[src/rtl/local_inject_ni.sv]
// Local-port injection interface for the minBD router: queues core flits and
// offers the head flit to the router once per attempt until it is granted.
`ifndef WIDTH_FLIT_EXT
`define WIDTH_FLIT_EXT 40
`endif
`ifndef FLIT_VLD_BIT
`define FLIT_VLD_BIT (`WIDTH_FLIT_EXT-1)
`endif
`ifndef FLIT_GOLDEN_BIT
`define FLIT_GOLDEN_BIT (`WIDTH_FLIT_EXT-2)
`endif

module local_inject_ni #(
    parameter int DEPTH     = 4,
    parameter int GNT_LAT   = 2,
    parameter int STARVE_TH = 8,
    parameter int CNT_W     = 16
) (
    input  logic                           clk,
    input  logic                           n_rst,
    input  logic [`WIDTH_FLIT_EXT-1:0]     core_flit,
    input  logic                           core_valid,
    output logic                           core_ready,
    output logic [`WIDTH_FLIT_EXT-1:0]     din_l,
    input  logic                           local_inject_gnt,
    output logic                           starve,
    output logic [$clog2(STARVE_TH+1)-1:0] retry_cnt,
    output logic [CNT_W-1:0]               inj_count,
    output logic [$clog2(DEPTH+1)-1:0]     fifo_level
);

    localparam int FW = `WIDTH_FLIT_EXT;
    localparam int PW = $clog2(DEPTH);
    localparam int LW = $clog2(DEPTH+1);
    localparam int RW = $clog2(STARVE_TH+1);
    localparam int WW = $clog2(GNT_LAT+1);

    typedef enum logic [1:0] {IDLE, SEND, WAIT} state_t;

    state_t         state, state_nxt;
    logic [FW-1:0]  mem [DEPTH];
    logic [PW-1:0]  wr_ptr, rd_ptr;
    logic [LW-1:0]  count;
    logic [WW-1:0]  wait_cnt;
    logic [FW-1:0]  din_nxt;
    logic           push, pop, fail, sample;

    // Ready is withheld during reset and judged on the registered count only,
    // so a full FIFO never accepts even when the head pops this cycle.
    assign core_ready = !n_rst && (count < LW'(DEPTH));
    assign push       = core_valid && core_ready;
    assign sample     = (state == WAIT) && (wait_cnt == WW'(GNT_LAT));
    assign pop        = sample && local_inject_gnt;
    assign fail       = sample && !local_inject_gnt;
    assign fifo_level = count;

    // NOTE: every output of this block gets a default first, so no latches are inferred.
    always_comb begin
        state_nxt = state;
        din_nxt   = '0;
        case (state)
            IDLE:    if (count != '0) state_nxt = SEND;
            SEND:    state_nxt = WAIT;
            WAIT: begin
                if (pop)       state_nxt = IDLE;
                else if (fail) state_nxt = SEND;
            end
            default: state_nxt = IDLE;
        endcase
        if (state_nxt == SEND) begin
            din_nxt                   = mem[rd_ptr];
            din_nxt[`FLIT_VLD_BIT]    = 1'b1;
            din_nxt[`FLIT_GOLDEN_BIT] = 1'b0;
        end
    end

    // NOTE: state registers use non-blocking assignments so every flop samples pre-edge values.
    always_ff @(posedge clk) begin
        if (n_rst) begin
            state     <= IDLE;
            wr_ptr    <= '0;
            rd_ptr    <= '0;
            count     <= '0;
            wait_cnt  <= '0;
            din_l     <= '0;
            retry_cnt <= '0;
            starve    <= 1'b0;
            inj_count <= '0;
        end else begin
            state    <= state_nxt;
            din_l    <= din_nxt;
            wait_cnt <= (state == WAIT) ? wait_cnt + WW'(1) : WW'(1);
            if (push) wr_ptr <= wr_ptr + PW'(1);
            if (pop)  rd_ptr <= rd_ptr + PW'(1);
            count <= count + LW'(push) - LW'(pop);
            if (pop) begin
                retry_cnt <= '0;
                inj_count <= inj_count + CNT_W'(1);
            end else if (fail && (retry_cnt != RW'(STARVE_TH))) begin
                retry_cnt <= retry_cnt + RW'(1);
            end
            // One cycle behind retry_cnt reaching the threshold.
            starve <= !pop && (retry_cnt == RW'(STARVE_TH));
        end
    end

    // NOTE: flit storage is not reset; the count and pointers alone define validity.
    always_ff @(posedge clk) begin
        if (push) mem[wr_ptr] <= core_flit;
    end

endmodule
[config.mk]
export PLATFORM = sky130hd
export DESIGN_NAME = local_inject_ni
export DESIGN_NICKNAME = d
export VERILOG_FILES = /design/src/rtl/local_inject_ni.sv
export SDC_FILE = /design/constraint.sdc
export NUM_CORES = 1
export LEC_CHECK = 0
export CAP_MARGIN = 20
export CORE_ASPECT_RATIO = 1.25
export CORE_MARGIN = 1.5
export CORE_UTILIZATION = 45
export CTS_CLUSTER_DIAMETER = 30
export CTS_CLUSTER_SIZE = 14
export DETAILED_ROUTE_END_ITERATION = 7
export PLACE_DENSITY = 0.67
export REMOVE_ABC_BUFFERS = 1
export SETUP_SLACK_MARGIN = 0.02
export SLEW_MARGIN = 20
export SYNTH_ARGS = -nofsm -noshare
export SYNTH_HDL_FRONTEND = slang
export SYNTH_SLANG_ARGS = --single-unit
[constraint.sdc]
create_clock -name clk -period 3.24 [get_ports clk]
set_input_delay 0.324 -clock clk [delete_from_list [all_inputs] [get_ports clk]]
set_output_delay 0.324 -clock clk [all_outputs]
set_load 0.05 [all_outputs]
==> reports/qor.csv, run 1 <==
metric,value,unit
nets,647,
cp.required,3620,ps
critPathBufInv,4,
power.share.clock,53.7,%
grt_pass1_vias,4612,
critPathLaunchType,flip-flop,
drc_errors,0,
internal_power,6210,uW
worstReg2RegStart,wait_cnt[0],
io_pins,109,
syn_area_per_cell,17.7,um^2
clk_path_buf_depth,3,
ir_drop,0.419,mV
crit_fanout,7,
path_class,flip-flop to flip-flop,
finalHoldViolations,0,
numCtsBuffers,39,
worstHoldStart,core_flit[6],
period_needed,2450,ps
via_count,4330,
slew_violations,0,
clk_latency,510,ps
pre_cts_ws,512,ps
finalWorstSetupSlack,790,ps
rr_endpoint,fifo_level[2],
start_util,46.0,%
routed_wl,15000,um
crit_path_end_kind,flip-flop,
cts_root_buffer,clkbuf_16,
cap_viol_max_count,0,
power_density,734,mW/mm^2
outcome,completed,
hold_buffers,0,
switching_share,21.6,%
setup_tns,0,ps
rr_worst_depth,12,
dieArea,0.0187,mm^2
synth_seq_cells,225,
p_seq_share,40.6,%
cts_resized,0,
synth_cell_types,39,
max_freq,408,MHz
fin_skew,24.3,ps
first_pass_iters,4,
post_cts_buffers,0,
final_cell_area,0.0108,mm^2
htreeDepth,2,
syn-instance-count,454,
clkTransAtPathRegs,50,ps
slowest_stage,fa_1,
gp_congestion,0.795,
antenna_left,0,
fin_crit_sh,75.6,%
area_delta_synth_final,34.2,%
drive_gt1_share,20.1,%
rsz0062_at_grt,false,
switchingPower,1710,uW
cts_num_sinks,225,
synth_area,0.00804,mm^2
overflow,0,
critPathCapture,fifo_level[2],
dieWidth,123,um
seq_area_frac_synth,74.9,%
path_cells,"inv_1, ha_1, nand4b_1, clkinv_1, ha_1, inv_1, ha_1, inv_1, fa_1, xor2_1, xnor2_1, nor2_1",
grt_pass1_wl,23600,um
critPathMaxStageDelay,370,ps
cp.depth,12,
antenna_cells,0,
crit_start,wait_cnt[0],
hold_path.class,input port to flip-flop,
dp_hpwl,8450,um
cts_tree,done,
fin_total_pwr,7920,uW
die_h,152,um
placementRows,54,
antenna_found_initial,0,
portBuffers,105,
grt_max_degree,41,
slew_headroom,45.0,%
placed_area,0.00939,mm^2
avgRoutedWirePerCell,17.7,um
vias_per_cell,5.11,
setup-violations-final,0,
ys_warn_count,0,
worst_pin_slew,824,ps
reg2reg_slack,790,ps
core,0.0175,mm^2
critPathArrivalTime,2830,ps
grt_use_total,16.6,%
cp_top_family,adder cells,
drt_iter0_drc,236,
pwr-share-comb,5.7,%
p_leak,0.00364,uW
-- power by group through the flow --
stage	combinational, uW	clock [uW]	sequential [uW]
final	451	4260	3210
after global routing	479	4460	3220
after CTS	458	4330	3210
after detailed placement	457	0	3270
after global placement	448	0	3260
after floorplan	124	0	3390
-- layout by cell type (no fill, tap or decap), drive strengths merged --
master	synthesis	routed
inv	17	23
nor2b	39	39
and2	1	1
o41ai	1	1
nand4	4	4
nor3	5	5
clkinvlp	0	4
or4b	1	1
nand3b	1	1
edfxtp	152	152
conb	1	1
or3	2	2
nor4	7	7
o31ai	1	1
xnor2	14	14
nor2	25	25
xor2	6	6
and3	4	4
clkbuf	11	46
mux4	38	38
and4bb	1	1
clkinv	1	11
ha	10	10
o21ai	2	2
clkdlybuf4s50	0	105
a21oi	6	6
o21bai	1	1
a31oi	1	1
or4	3	3
bufinv	0	6
nand3	7	7
fa	1	1
nand2	10	10
buf	6	9
dfxtp	73	73
nand2b	1	1
nand4b	1	1
-- worst min-delay path by stage --
| stage | slack (ps) | endpoint | cells after the start |
|---|---|---|---|
| after floorplan | 390 | fifo_level[1] | 1 |
| after global placement | 450 | wait_cnt[0] | 1 |
| after detailed placement | 480 | inj_count[15] | 2 |
| after CTS | 420 | mem[3][26] | 1 |
| after global routing | 440 | mem[3][22] | 1 |
| final | 440 | mem[2][6] | 1 |
-- layout make-up --
| type | instances | area, um^2 |
|---|---|---|
| fillers | 1288 | 6710 |
| flip-flops and latches | 225 | 6030 |
| multi-input cells | 194 | 1890 |
| repair buffers | 114 | 1120 |
| clock buffers | 46 | 1060 |
| clock inverters | 26 | 335 |
| well taps | 224 | 280 |
| inverters | 18 | 67.6 |
-- layer usage --
layer	vias up	GRT usage [%]	wire, um
li1	1992	-	-
met1	2182	19.8	6240
met2	130	28.5	7660
met3	26	4.68	835
met4	0	5.81	252
met5	-	0	0
-- logic make-up (layout without fill, tap and decap cells) --
logic type	count (synthesis)	after routing	synth area share (%)
AND/OR/NAND/NOR	112	112	7.79
buffers and inverters	35	204	1.74
XOR/XNOR	20	20	2.18
adder cells (fa/ha/maj)	11	11	1.80
other	1	1	0.0466
AO/OA/AOI/OAI	12	12	0.871
flip-flops	225	225	74.9
multiplexers	38	38	10.6
-- per-stage QoR --
stage	instances	util [%]	hold WS [ps]
floorplan	437	-	391
global placement	775	53.7	448
detailed placement	775	53.7	485
CTS	847	61.7	425
global route	847	61.7	441
finish	847	61.7	443
-- flip-flops by register name, indices dropped and copies added, names as in the netlist, named ones only --
signal and count:
starve 1, wait_cnt 2, mem 152, rd_ptr 2
retry_cnt 4, fifo_level 3, din_l 39, inj_count 16
state 2, wr_ptr 2
-- Yosys cell counts (all sizes together) --
master | number | share of area [%]
a31oi | 1 | 0.078
nand3 | 7 | 0.44
ha | 10 | 1.6
xor2 | 6 | 0.65
and4bb | 1 | 0.16
o21ai | 2 | 0.12
and2 | 1 | 0.078
clkinv | 1 | 0.047
and3 | 4 | 0.31
o41ai | 1 | 0.11
or4 | 3 | 0.33
nor4 | 7 | 0.54
nor2 | 25 | 1.2
conb | 1 | 0.047
or4b | 1 | 0.12
nor2b | 39 | 3.0
nor3 | 5 | 0.31
nand2 | 10 | 0.47
nand2b | 1 | 0.078
mux4 | 38 | 11
inv | 17 | 0.79
o31ai | 1 | 0.093
xnor2 | 14 | 1.5
or3 | 2 | 0.17
a21oi | 6 | 0.37
edfxtp | 152 | 57
buf | 6 | 0.39
dfxtp | 73 | 18
nand4b | 1 | 0.11
o21bai | 1 | 0.093
nand4 | 4 | 0.39
fa | 1 | 0.25
nand3b | 1 | 0.093
clkbuf | 11 | 0.51
Power figures use the tool's default switching activity.
==> run 2: changes to the inputs <==
==> constraint.sdc (replaced) <==
create_clock -name clk -period 2.4 [get_ports clk]
set_input_delay 0.24 -clock clk [delete_from_list [all_inputs] [get_ports clk]]
set_output_delay 0.24 -clock clk [all_outputs]
set_load 0.05 [all_outputs]
==> reports/qor.csv, run 2 (synthesis results as in run 1) <==
metric,value,unit
grtUsageMet3,4.83,%
slowest_stage,fa_2,
crit_fanout,3,
layout_commonest_cell,edfxtp_1,
dieArea,0.0187,mm^2
internal_power,8190,uW
whs,379,ps
io_pins,109,
path_class,flip-flop to flip-flop,
cap_viol_max_count,0,
grt_max_degree,41,
antenna_found_initial,0,
drc_errors,0,
power.share.clock,52.2,%
hold_buffers,0,
path_cells,"inv_1, ha_1, nand4b_1, clkinv_1, ha_1, inv_1, ha_1, inv_1, fa_2, xor2_2, xnor2_1, nor2_1",
slew_violations,0,
drt_iter0_drc,260,
use_met1,19.9,%
final_cell_area,0.0109,mm^2
final_cell_mix,"edfxtp_1 (152), clkdlybuf4s50_1 (104), dfxtp_1 (71)",
drive_gt1_share,21.3,%
post_cts_buffers,0,
grt_pass1_wl,24200,um
portBuffers,105,
grt_pass1_vias,4646,
gp_congestion,0.762,
switchingPower,2230,uW
clkTransAtPathRegs,50,ps
cp.required,2760,ps
core,0.0175,mm^2
die_h,152,um
critPathLaunchType,flip-flop,
antenna_cells,0,
reg_top3,"mem x152, din_l x39, inj_count x16",
via_count,4298,
first_pass_iters,4,
antenna_left,0,
clk_path_buf_depth,3,
setup-violations-final,0,
crit_path_end_kind,flip-flop,
fin_skew,18.3,ps
finalNonFillerCells,852,
max_freq,457,MHz
cts_tree,done,
overflow,0,
worst_pin_slew,541,ps
placed_area,0.00955,mm^2
switching_share,21.4,%
clk_latency,500,ps
p_leak,0.00366,uW
hold_path.class,input port to flip-flop,
ir_drop,0.619,mV
top_usage_layer,met2,
met2_usage,29.9,%
finalHoldViolations,0,
dieWidth,123,um
final_util,62.2,%
outcome,completed,
slew_headroom,63.8,%
period_needed,2190,ps
grt_use_total,17.0,%
routed_wl,15100,um
critPathMaxStageDelay,350,ps
cts_num_sinks,225,
largest_register,mem,
area_delta_synth_final,35.2,%
critPathArrivalTime,2550,ps
numCtsBuffers,38,
placementRows,54,
htreeDepth,2,
p_seq_share,41.6,%
nets,654,
fin_crit_sh,91.2,%
largest_register_ffs,152,
cts_root_buffer,clkbuf_16,
pwr-share-comb,6.1,%
rsz0062_at_grt,false,
dp_hpwl,8960,um
fin_total_pwr,10400,uW
start_util,46.0,%
vias_per_cell,5.04,
avgRoutedWirePerCell,17.8,um
power_density,958,mW/mm^2
dp_cells,783,
nFillCells,1278,
## run 2: cell types whose count changed in the layout (fill, tap and decap cells not counted), moves of 2 or more
cell	delta
buf_12	+8
clkinv_2	+2
clkinvlp_4	+2
clkinv_4	+2
inv_6	-3
clkbuf_8	-2
clkbuf_16	-2
## run 2: power groups by stage
stage	Combinational, uW	Sequential [uW]	Clock [uW]
2_1_floorplan	167	4580	0
6_report	639	4340	5440
3_3_place_gp	636	4400	0
3_5_place_dp	648	4410	0
4_1_cts	649	4340	5560
5_1_grt	681	4340	5750
## run 2: per-layer routing
| metal | up-vias | routed length (um) |
|---|---|---|
| met1 | 2141 | 6060 |
| met3 | 24 | 910 |
| met2 | 125 | 7870 |
| li1 | 2008 | - |
| met5 | - | 0 |
| met4 | 0 | 289 |
## run 2: final timing paths
check        slack, ps             to  cells after the start          from
min                380      mem[1][9]                      1  core_flit[9]
min reg2reg        470    wait_cnt[0]                      1   wait_cnt[0]
max reg2reg        210  fifo_level[2]                     12   wait_cnt[0]
max                210  fifo_level[2]                     12   wait_cnt[0]
## run 2: area by class of cell
cell class	count	area (um^2)	share of cell area (%)
clock inverter	27	332	3.05
clock buffer	42	987	9.08
multi-input combinational	194	1900	17.5
inverter	18	67.6	0.621
timing repair buffer	122	1280	11.7
tap	224	280	2.58
sequential	225	6030	55.4
## run 2: repair_timing
item / 4_1_cts / 5_1_grt
gates resized for setup: 0 / 2
endpoints found under the setup margin: 0 / 1
hold endpoints to repair: 0 / 0
## run 2: through the flow
stage               TNS [ps]  setup slack, ps
global route               0             54.6
global placement           0             84.8
floorplan             -75800             -595
finish                     0              211
detailed placement     -44.0            -44.0
CTS                        0              167
## run 2: critical path, delay by kind of cell (launching register included)
kind / cells / cell delay [ps]
XOR/XNOR: 2 / 320
adder cells (fa/ha/maj): 4 / 990
buffers and inverters: 4 / 260
flip-flops: 1 / 330
AND/OR/NAND/NOR: 2 / 180
